===== config.mk =====
export PLATFORM = sky130hd
export DESIGN_NAME = pipe_hazard_ctrl
export DESIGN_NICKNAME = d
export VERILOG_FILES = /design/src/rtl/pipe_hazard_ctrl.sv
export SDC_FILE = /design/constraint.sdc
export NUM_CORES = 1
export LEC_CHECK = 0
export ABC_AREA = 1
export BUFFER_PORTS_ARGS = -buffer_cell sky130_fd_sc_hd__buf_4
export CAP_MARGIN = 5
export CELL_PAD_IN_SITES_DETAIL_PLACEMENT = 2
export CELL_PAD_IN_SITES_GLOBAL_PLACEMENT = 2
export CORE_ASPECT_RATIO = 0.6
export CORE_MARGIN = 4
export CORE_UTILIZATION = 27
export CTS_CLUSTER_SIZE = 28
export DETAILED_ROUTE_END_ITERATION = 6
export PLACE_DENSITY = 0.77
export SETUP_SLACK_MARGIN = 0.1
export SYNTH_ARGS = -nofsm -noshare
export SYNTH_HDL_FRONTEND = slang
export SYNTH_SLANG_ARGS = --single-unit

===== constraint.sdc =====
create_clock -name clk -period 5 [get_ports clk]
set_clock_uncertainty 0.05 [all_clocks]
set_input_delay 0.25 -clock clk [delete_from_list [all_inputs] [get_ports clk]]
set_output_delay 0.25 -clock clk [all_outputs]
set_load 0.02 [all_outputs]

===== src/rtl/pipe_hazard_ctrl.sv =====
// rtl/pipe_hazard_ctrl.sv - scoreboard hazard detection and stall/flush control beside ID
module pipe_hazard_ctrl #(
    parameter int MAX_PENDING  = 4,
    parameter int FLUSH_CYCLES = 2,
    parameter int CNT_W        = 3
) (
    input  logic             clk,
    input  logic             rst_n,
    input  logic             id_valid,
    input  logic [63:0]      id_pc,
    input  logic [4:0]       rs1_addr,
    input  logic [4:0]       rs2_addr,
    input  logic             rs1_ren,
    input  logic             rs2_ren,
    input  logic [4:0]       rd_addr,
    input  logic             rd_wen,
    input  logic             id_long,
    input  logic             wb_valid,
    input  logic [4:0]       wb_rd,
    input  logic             redirect,
    output logic             stall_if,
    output logic             stall_id,
    output logic             bubble_ex,
    output logic             flush_if_id,
    output logic             issue,
    output logic [CNT_W-1:0] pending_cnt,
    output logic [31:0]      stall_cycles
);

    typedef enum logic {S_RUN, S_FLUSH} state_t;

    localparam logic [2:0] FLUSH_LOAD = 3'(FLUSH_CYCLES - 1);

    state_t      state;
    logic [2:0]  flush_cnt;
    logic [31:0] sb;
    logic [31:0] clr;
    logic [31:0] pend;
    logic [31:0] set_vec;
    logic        id_ok;
    logic        wb_frees;
    logic        cap_full;
    logic        hazard;

    always_comb begin
        clr = '0;
        if (wb_valid)
            clr[wb_rd] = 1'b1;
    end

    // A same-cycle writeback is forwarded, so it no longer blocks operands.
    assign pend     = sb & ~clr;
    assign id_ok    = id_valid && (id_pc != 64'h0) && (id_pc != 64'h0000_0000_8000_0000);
    assign wb_frees = wb_valid & sb[wb_rd];
    assign cap_full = (pending_cnt == CNT_W'(MAX_PENDING)) & ~wb_frees;

    assign hazard = id_ok & ((rs1_ren & pend[rs1_addr]) |
                             (rs2_ren & pend[rs2_addr]) |
                             (rd_wen  & pend[rd_addr])  |
                             (id_long & rd_wen & cap_full));

    always_comb begin
        pending_cnt = '0;
        for (int i = 0; i < 32; i++)
            pending_cnt = pending_cnt + CNT_W'(sb[i]);
    end

    always_comb begin
        stall_if    = 1'b0;
        stall_id    = 1'b0;
        bubble_ex   = 1'b0;
        flush_if_id = 1'b0;
        issue       = 1'b0;
        if (rst_n) begin
            if (state == S_FLUSH || redirect) begin
                flush_if_id = 1'b1;
                bubble_ex   = 1'b1;
            end else begin
                stall_if  = hazard;
                stall_id  = hazard;
                bubble_ex = hazard;
                issue     = id_ok & ~hazard;
            end
        end
    end

    always_comb begin
        set_vec = '0;
        if (issue && id_long && rd_wen && rd_addr != 5'd0)
            set_vec[rd_addr] = 1'b1;
    end

    always_ff @(posedge clk or negedge rst_n) begin
        if (!rst_n) begin
            sb           <= '0;
            stall_cycles <= '0;
        end else begin
            sb <= ((sb & ~clr) | set_vec) & ~32'h1;
            if (stall_id && stall_cycles != 32'hFFFF_FFFF)
                stall_cycles <= stall_cycles + 32'd1;
        end
    end

    // Each redirect keeps flush_if_id high for its own cycle plus FLUSH_CYCLES-1 more.
    always_ff @(posedge clk or negedge rst_n) begin
        if (!rst_n) begin
            state     <= S_RUN;
            flush_cnt <= '0;
        end else if (redirect) begin
            state     <= (FLUSH_LOAD != 3'd0) ? S_FLUSH : S_RUN;
            flush_cnt <= FLUSH_LOAD;
        end else if (state == S_FLUSH) begin
            if (flush_cnt <= 3'd1) begin
                state     <= S_RUN;
                flush_cnt <= '0;
            end else begin
                flush_cnt <= flush_cnt - 3'd1;
            end
        end
    end

    wb_no_underflow: assert property (@(posedge clk) disable iff (!rst_n) wb_valid |-> sb[wb_rd]);

endmodule


==> results of run 1 <==
[metal layers]
| metal | wire (um) | vias to the layer above | global-route usage |
|---|---|---|---|
| met1 | 15690 | 3780 | 0.3951 |
| li1 | - | 3355 | - |
| met5 | 0 | - | 0 |
| met4 | 240 | 0 | 0.04538 |
| met2 | 13580 | 280 | 0.3832 |
| met3 | 2530 | 21 | 0.06291 |
[critical path, delay by kind of cell, from the launching register on]
kind	cells	cell delay, ps
adder cells (fa/ha/maj)	8	3790
AND/OR/NAND/NOR	7	700
flip-flops	1	400
buffers and inverters	4	380
AO/OA/AOI/OAI	3	380
[per-stage QoR]
step / TNS (ps) / area (um2)
floorplan: -24810 / 6006
global placement: -44920 / 7508
detailed placement: -53310 / 7508
CTS: -59130 / 8225
global route: -89430 / 8318
finish: -75380 / 8318
[cells in the mapped netlist, drive strengths merged]
| master | instances | area (um2) |
|---|---|---|
| a21oi | 8 | 40.04 |
| buf | 20 | 101.4 |
| clkbuf | 5 | 18.77 |
| dfrtp | 67 | 1677 |
| fa | 21 | 420.4 |
| ha | 5 | 62.56 |
| inv | 120 | 450.4 |
| nand2 | 274 | 1033 |
| nand2b | 1 | 6.260 |
| nand3 | 135 | 685.7 |
| nand3b | 3 | 22.52 |
| nand4 | 45 | 281.5 |
| nor2 | 84 | 335.3 |
| nor3 | 14 | 75.07 |
| nor4 | 24 | 150.1 |
| o21ai | 53 | 265.3 |
| o21bai | 1 | 7.510 |
| o22ai | 3 | 18.77 |
| xnor2 | 14 | 122.6 |
| xor2 | 22 | 192.7 |
[power by group through the flow]
| stage | combinational (uW) | clock [uW] | sequential [uW] |
|---|---|---|---|
| after detailed placement | 375 | 0 | 600 |
| after global routing | 468 | 735 | 594 |
| final | 431 | 700 | 591 |
| after global placement | 364 | 0 | 597 |
| after CTS | 412 | 699 | 590 |
| after floorplan | 173 | 0 | 601 |
[state kept, by name, summed over array words and instances (netlist names)]
signal / count
flush_cnt: 3
sb: 31
stall_cycles: 32
state: 1
[area by class of cell]
| type | count | share of cell area |
|---|---|---|
| inverter | 120 | 0.05415 |
| timing repair buffer | 188 | 0.2043 |
| clock buffer | 12 | 0.03204 |
| sequential | 67 | 0.2016 |
| clock inverter | 4 | 0.005716 |
| multi-input combinational | 707 | 0.4603 |
| tap | 279 | 0.04197 |
[worst max-delay path by stage]
stage / slack [ps] / cells past startpoint / startpoint / end
floorplan: -420 / 22 / sb[18] / stall_if
global placement: -730 / 23 / sb[18] / stall_if
detailed placement: -900 / 24 / sb[18] / sb[7]
CTS: -1110 / 22 / sb[18] / bubble_ex
global route: -1480 / 22 / sb[18] / bubble_ex
finish: -1300 / 22 / sb[18] / bubble_ex
[repair_timing]
action / 4_1_cts / 5_1_grt
buffers inserted: 14 / 5
pin swaps: 9 / 14
hold buffers: 2 / 0
endpoints found under the hold margin: 29 / 0
setup endpoints to repair: 70 / 70
cloned: 5 / 0
gates resized for setup: 42 / 20
[kinds of logic (layout without fill, tap and decap cells)]
| kind of cell | after synthesis | after routing |
|---|---|---|
| xor+xnor | 36 | 36 |
| compound gates | 65 | 65 |
| flops | 67 | 67 |
| fa+ha+maj | 26 | 26 |
| buf+inv | 145 | 324 |
| simple gates | 580 | 580 |
==> out/summary.txt, run 1 <==
Critical path startpoint category: flop
Complex-gate fraction of the synthesized area: 0.05557
Grt total ovfl: 0
Outcome: complete, but fails checks
Cell breakdown of the critical path: fa_1 > inv_2 > fa_1 > fa_1 > fa_1 > fa_1 > fa_1 > inv_2 > fa_2 > fa_2 > nand2_2 > nand2_2 > nand3b_1 > nand2_2 > nand2_4 > a21oi_4 > a21oi_4 > nand3_4 > buf_4 > nand2_4 > a21oi_4 > buf_6
Worst Hold Class: in -> reg
Max frequency: 0.1587 GHz
Int Power: 1162 uW
Reg2Reg Launch Point: sb[18]
Cells on worst reg2reg path: 25
Initial antenna violation count: 0
Commonest non-fill, non-tap cell in the layout: nand2_1
Sequential element share of the synthesized area: 0.2810
XOR/XNOR Fraction of Synth Area: 0.05284
Multiplexer area fraction after synthesis: 0
Main combinational cell family by area after synthesis: simple AND/OR/NAND/NOR gates
Vert. Die Dim: 123.2 um
Leakage power total: 0.003887 uW
Clk Latency, worst-skew pair: 360 ps
Util after Layout: 0.3898
Unrepaired setup endpoints after global routing: true
Avg WL per Cell: 23.27 um
Crit path DAT: 6000 ps
Sw frac: 0.3250
Area of the multi-input gates: 0.003829 mm2
Min Tclk post-route: 6300 ps
Syn_area_per_cell: 6.493 um2
Placed cell count: 1338
DR DRC count: 0
CP Max Fanout: 4
Total wire length: 32.04 mm
Sw Pwr: 559.7 uW
Crit share post-route: 1.260
CP Data Required Time: 4700 ps
Top cell by count, worst path: fa_1
Cells after synthesis: 919
Unique masters post-synth: 29
Final total power: 1722 uW
Post-synthesis adder-cell area fraction: 0.08094
Hold endpoint: flush_cnt[0]
Hold Crit Depth: 3
Vias per cell: 5.400
Antenna Nets Post-Route: 0
Critical path's slowest cell: fa_1
Final estimated routing congestion in global placement: 0.9273
FF/Latch Area: 0.001677 mm2
First-pass GRT wire length: 48.03 mm
Slew @ Worst Pin: 1240 ps
DP Wirelength: 24.57 mm
Combinational Power Share: 0.250
Total Die Area: 0.02462 mm2
Most frequent cells in the layout: nand2_1 (263), buf_4 (150), nand3_1 (132)
FF+latch count, synth: 67
Finished Layout Cells: 1377
Post-synthesis cell area: 0.005967 mm2
Clk slew on worst S/H paths: 60 ps
Reg2Reg Capture Point: stall_cycles[7]
Crit end category: output port
Tot GR Track Use: 0.2617
Final worst slack: -1300 ps
Pwr dens: 207.0 mW/mm2
DR vias: 7436
Clock Power Share: 0.407
N_diodes: 0
Failing checks: setup timing
Final hold slack: 80.92 ps
Peak VDD IR: 134.1 uV
Pre-antenna DRT Iters: 5
Hold Startpoint: redirect
Setup violators final: 69
Slew Viols, Final: 0
Hold Fails Final Rpt: 0
Share of layout cells above drive strength 1: 0.2140
H-tree levels: 3
Die Wd: 199.9 um
Row count: 41
Simple-gate portion of the synthesized area: 0.4341
Initial Util: 0.2796
Setup slack, reg-to-reg: -1190 ps
Clock Tree Root: clkbuf_16
Max-cap viol count: 0
DRT iter0 DRCs: 540
Largest net degree at the start of global routing: 39
Longest Clk Path Bufs: 2
Crit Path Class: reg -> out
CTS sink cnt: 67
Largest stage delay, worst path: 610 ps
Place WS: -896.6 ps
Final net count: 1212
Vias in the first global route: 7971
Core Footprint: 0.02134 mm2
Syn_nets: 1038
Slew HR: 0.1711
CTS tree: built
Fill cells: 2533
I/O Buffers: 131
Num CTS Buffers: 9
Synthesis Warnings: 0
Sequential share of power: 0.343
IO Count: 133
Layout area overhead: 39.40%
Power figures use the tool's default switching activity.
==> run 2, diff against run 1 <==
--- a/config.mk
+++ b/config.mk
@@ -11,7 +11,6 @@
 export CELL_PAD_IN_SITES_DETAIL_PLACEMENT = 2
 export CELL_PAD_IN_SITES_GLOBAL_PLACEMENT = 2
 export CORE_ASPECT_RATIO = 0.6
-export CORE_MARGIN = 4
 export CORE_UTILIZATION = 27
 export CTS_CLUSTER_SIZE = 28
 export DETAILED_ROUTE_END_ITERATION = 6
==> run 2 against run 1 <==
Against the previous run: the flow still finishes with violations (setup timing); routed wire length up 9.6%; critical path type unchanged; clock power up 2%; register-to-register slack better by 120 ps; worst setup slack better by 190 ps; hold slack worse by 1.0 ps; sequential power about the same; maximum frequency up 3.1%; cell count up 0.15%; final area up 4.0%; critical endpoint is now stall_id.
==> out/summary.txt, run 2 (synthesis results as in run 1) <==
Outcome: complete, but fails checks
Failing checks: setup timing
Placed cell count: 1335
Final net count: 1214
Final worst slack: -1112 ps
Clock Tree Root: clkbuf_16
Crit Path Class: reg -> out
Longest Clk Path Bufs: 2
Initial antenna violation count: 0
CTS tree: built
Largest net degree at the start of global routing: 44
Slew Viols, Final: 0
Clk slew on worst S/H paths: 80 ps
Pre-antenna DRT Iters: 5
Crit path DAT: 5810 ps
CTS sink cnt: 67
Slew @ Worst Pin: 1185 ps
Fill cells: 2493
Crit share post-route: 1.222
DP Wirelength: 24.04 mm
Cells on worst reg2reg path: 26
DR DRC count: 0
First-pass GRT wire length: 48.81 mm
CP Data Required Time: 4700 ps
CP Capture Point: stall_id
Reg2Reg Launch Point: sb[12]
Min Tclk post-route: 6112 ps
DR vias: 7744
Place WS: -878.8 ps
Share of layout cells above drive strength 1: 0.2536
Fin area: 0.008647 mm2
Slew HR: 0.2080
Finished Layout Cells: 1379
Peak VDD IR: 132.6 uV
Critical path startpoint category: flop
Pwr dens: 202.5 mW/mm2
Setup slack, reg-to-reg: -1070 ps
Max frequency: 0.1636 GHz
Final estimated routing congestion in global placement: 0.9308
Num CTS Buffers: 9
Most frequent cells in the layout: nand2_1 (244), buf_4 (150), nand3_1 (132)
Hold Crit Depth: 3
Vert. Die Dim: 117.2 um
Leakage power total: 0.004023 uW
I/O Buffers: 131
Row count: 41
Worst Hold Class: in -> reg
Clk Latency, worst-skew pair: 360 ps
Die Wd: 193.9 um
Final hold slack: 79.89 ps
Grt total ovfl: 0
Initial Util: 0.2796
CP Max Fanout: 4
Placement-stage cell area: 0.007486 mm2
N_diodes: 0
Hold Fails Final Rpt: 0
Tot GR Track Use: 0.2890
Core Footprint: 0.02134 mm2
Largest Register: stall_cycles
Antenna Nets Post-Route: 0
Total wire length: 35.10 mm
Layout area overhead: 44.92%
Reg2Reg Capture Point: sb[7]
H-tree levels: 3
DRT iter0 DRCs: 834
Setup violators final: 69
Max reg flops: 32
Vias per cell: 5.616
Vias in the first global route: 7922
Max-cap viol count: 0
Top Registers: stall_cycles: 32 flops, sb: 31 flops, flush_cnt: 3 flops
Crit end category: output port
Crit path from: sb[12]
Avg WL per Cell: 25.46 um
Unrepaired setup endpoints after global routing: true
IO Count: 133
Commonest non-fill, non-tap cell in the layout: nand2_1
Total Die Area: 0.02272 mm2
-- run 2: cell types whose count changed in the layout (fill, tap and decap cells not counted), sizes merged --
cell | before | now
bufinv | 1 | 2
clkinv | 2 | 4
clkinvlp | 1 | 0
clkbuf | 12 | 14
buf | 187 | 185
-- run 2: critical path, cell delays in order, from the launching register on --
cell      delay, ps
dfrtp_1         440
fa_1            540
fa_1            510
inv_1            60
fa_1            510
fa_1            430
fa_1            480
fa_1            500
inv_1            50
fa_2            340
fa_2            380
inv_2            80
nand2_2          60
nand2_2          60
nand3b_1        120
nand2_2          80
nand2_4          80
a21oi_2          40
a21oi_2         150
nand3_4         140
buf_6           160
nand2_4          70
inv_4            40
buf_6           120
-- run 2: worst min path at each step --
| stage | startpoint | endpoint | slack [ps] |
|---|---|---|---|
| CTS | redirect | flush_cnt[0] | 80 |
| global route | redirect | flush_cnt[0] | 90 |
| floorplan | rst_n | flush_cnt[0] | -100 |
| detailed placement | rst_n | stall_cycles[16] | 150 |
| finish | redirect | flush_cnt[0] | 80 |
| global placement | rst_n | stall_cycles[12] | 140 |
-- run 2: per-stage QoR --
| stage | power [uW] | setup TNS, ps | util |
|---|---|---|---|
| after detailed placement | 973.6 | -53370 | 0.3508 |
| after global placement | 960.6 | -46930 | 0.3508 |
| after floorplan | 774.2 | -24810 | - |
| after global routing | 1806 | -77120 | 0.4052 |
| after CTS | 1700 | -56890 | 0.3888 |
| final | 1751 | -68260 | 0.4052 |
-- run 2: final cells by class --
cell class,count,area (um2),area share
multi-input combinational,707,4031,0.4662
timing repair buffer,190,1828,0.2114
sequential,67,1677,0.1939
inverter,120,452.9,0.05238
tap,279,349.1,0.04037
clock buffer,10,229.0,0.02648
clock inverter,6,80.08,0.009261
-- run 2: layer usage --
layer / global-route usage / share of wire / vias to the layer above
met5: 0 / 0 / -
met4: 0.05714 / 0.020 / 0
met3: 0.06074 / 0.085 / 66
met2: 0.4426 / 0.44 / 381
met1: 0.4195 / 0.46 / 3937
li1: - / - / 3360
-- run 2: power by group --
group | switching, uW | leakage, uW | internal, uW
clock | 282 | 0.000156 | 434
combinational | 264 | 0.00295 | 180
sequential | 30.4 | 0.000919 | 560
-- run 2: repair_timing --
action | in CTS | in global routing
hold buffers | 1 | 0
gates resized for setup | 47 | 78
setup buffers | 15 | 5
gates cloned | 7 | 4
endpoints found under the setup margin | 70 | 70
hold endpoints to repair | 24 | 0
pin swaps | 10 | 14
==> run 3, diff against run 2 <==
--- a/config.mk
+++ b/config.mk
@@ -14,7 +14,7 @@
 export CORE_UTILIZATION = 27
 export CTS_CLUSTER_SIZE = 28
 export DETAILED_ROUTE_END_ITERATION = 6
-export PLACE_DENSITY = 0.77
+export PLACE_DENSITY_LB_ADDON = 0.08
 export SETUP_SLACK_MARGIN = 0.1
 export SYNTH_ARGS = -nofsm -noshare
 export SYNTH_HDL_FRONTEND = slang
==> run 3 against run 2 <==
Against the previous run: the run still ends with setup timing left; register-to-register slack improved by 40 ps; maximum frequency increased by 0.67%; final area decreased by 1.5%; sequential power about the same; via count decreased by 4.7%; non-clock buffer count decreased by 5; first-iteration DRC count decreased by 20%; critical path depth decreased by 2; hold slack improved by 18 ps; die area unchanged; critical path type unchanged.
==> out/summary.txt, run 3 (synthesis results as in run 1) <==
Outcome: complete, but fails checks
Failing checks: setup timing
Total Die Area: 0.02272 mm2
Num CTS Buffers: 9
Max-cap viol count: 0
Max frequency: 0.1647 GHz
DP Wirelength: 24.61 mm
H-tree levels: 3
Vias in the first global route: 7522
Sw Pwr: 555.6 uW
Layout area overhead: 42.67%
Placed cell count: 1336
Share of layout cells above drive strength 1: 0.2482
Placement-stage cell area: 0.007481 mm2
Clock Tree Root: clkbuf_16
Row count: 41
Commonest non-fill, non-tap cell in the layout: nand2_1
Unrepaired setup endpoints after global routing: true
Hold endpoint: flush_cnt[0]
Avg WL per Cell: 23.75 um
Min Tclk post-route: 6071 ps
Vert. Die Dim: 117.2 um
DRT iter0 DRCs: 670
Pre-antenna DRT Iters: 4
CP Data Required Time: 4700 ps
Clk slew on worst S/H paths: 60 ps
Setup slack, reg-to-reg: -1030 ps
Grt total ovfl: 0
Finished Layout Cells: 1375
Largest Register: stall_cycles
Top Registers: stall_cycles: 32 flops, sb: 31 flops, flush_cnt: 3 flops
Hold Crit Depth: 3
Total wire length: 32.66 mm
N_diodes: 0
Sw frac: 0.3117
I/O Buffers: 131
Clock Power Share: 0.423
Setup TNS: -64140 ps
Most frequent cells in the layout: nand2_1 (242), buf_4 (153), nand3_1 (132)
First-pass GRT wire length: 46.35 mm
Die Wd: 193.9 um
Critical path's slowest cell: fa_2
Fin area: 0.008513 mm2
Initial Util: 0.2796
Pwr dens: 209.4 mW/mm2
Crit end category: output port
Antenna Nets Post-Route: 0
CTS tree: built
Worst Hold Class: in -> reg
Largest stage delay, worst path: 580 ps
Int Power: 1227 uW
DR DRC count: 0
CP Max Fanout: 4
Cells on worst reg2reg path: 23
Setup violators final: 69
Reg2Reg Capture Point: stall_cycles[30]
Cell breakdown of the critical path: fa_1 > inv_1 > fa_2 > fa_1 > fa_1 > fa_1 > fa_1 > inv_1 > fa_2 > fa_2 > nand2_2 > nand2_2 > nand3b_1 > nand2_2 > nand2_2 > a21oi_2 > a21oi_2 > nand3_4 > nand2_2 > a21oi_4 > buf_6
Crit share post-route: 1.214
Sequential share of power: 0.331
Leakage power total: 0.003937 uW
Clk Latency, worst-skew pair: 340 ps
Crit path DAT: 5770 ps
Fill cells: 2509
IO Count: 133
Hold Fails Final Rpt: 0
Final worst slack: -1071 ps
Initial antenna violation count: 0
Final net count: 1210
Reg2Reg Launch Point: sb[6]
Final hold slack: 97.72 ps
Peak VDD IR: 129.8 uV
Max reg flops: 32
Crit Path Class: reg -> out
Tot GR Track Use: 0.2764
Final estimated routing congestion in global placement: 0.8688
Critical path startpoint category: flop
Core Footprint: 0.02134 mm2
Slew @ Worst Pin: 1260 ps
CTS sink cnt: 67
Slew HR: 0.1582
Largest net degree at the start of global routing: 38
Slew Viols, Final: 0
Longest Clk Path Bufs: 2
Vias per cell: 5.365
Hold Startpoint: redirect
Combinational Power Share: 0.246
DR vias: 7377
[run 3: worst max-delay path: cells and delay by family, from the launching register on]
family / cells / cell delay (ps)
flops: 1 / 410
fa+ha+maj: 8 / 3710
compound gates: 3 / 350
simple gates: 7 / 730
buf+inv: 3 / 240
[run 3: area by class of cell]
class                           count  area (um2)  share of cell area
Clock buffer                       13       280.3             0.03292
Clock inverter                      3       67.56            0.007937
Inverter                          120       450.4             0.05291
Multi-Input combinational cell    708        4010              0.4710
Sequential cell                    67        1677              0.1969
Tap cell                          279       349.1             0.04101
Timing Repair Buffer              185        1679              0.1972
[run 3: timing repair]
item,in CTS,in global routing
setup endpoints to repair,70,70
pin swaps,8,7
hold endpoints to repair,30,0
resized for setup,26,79
buffers inserted,12,2
gates cloned,5,7
hold buffers,2,0
[run 3: per-stage QoR]
| stage | utilization | setup slack [ps] | total power (uW) |
|---|---|---|---|
| 5_1_grt | 0.3989 | -1239 | 1852 |
| 4_1_cts | 0.3841 | -1030 | 1765 |
| 3_3_place_gp | 0.3506 | -677.4 | 970.2 |
| 3_5_place_dp | 0.3506 | -773.8 | 977.3 |
| 6_report | 0.3989 | -1071 | 1783 |
| 2_1_floorplan | - | -419.8 | 774.2 |
[run 3: power groups by stage]
| stage | Combinational, uW | Clock, uW | Sequential [uW] |
|---|---|---|---|
| after floorplan | 173 | 0 | 601 |
| after global placement | 373 | 0 | 598 |
| after detailed placement | 379 | 0 | 598 |
| after CTS | 411 | 766 | 588 |
| after global routing | 471 | 788 | 594 |
| final | 438 | 754 | 590 |
[run 3: layer usage]
layer | GRT usage | up-vias | routed length (um)
met1 | 0.4174 | 3720 | 16530
met3 | 0.08395 | 7 | 3117
met2 | 0.3940 | 303 | 12940
met5 | 0 | - | 0
met4 | 0.02275 | 0 | 81
li1 | - | 3347 | -
[run 3: worst max-delay path by stage]
stage	from	endpoint	slack, ps	depth (start not counted)
6_report	sb[6]	bubble_ex	-1070	21
3_5_place_dp	sb[6]	bubble_ex	-770	21
5_1_grt	sb[18]	bubble_ex	-1240	21
2_1_floorplan	sb[18]	stall_if	-420	22
3_3_place_gp	sb[18]	bubble_ex	-680	21
4_1_cts	sb[18]	bubble_ex	-1030	21
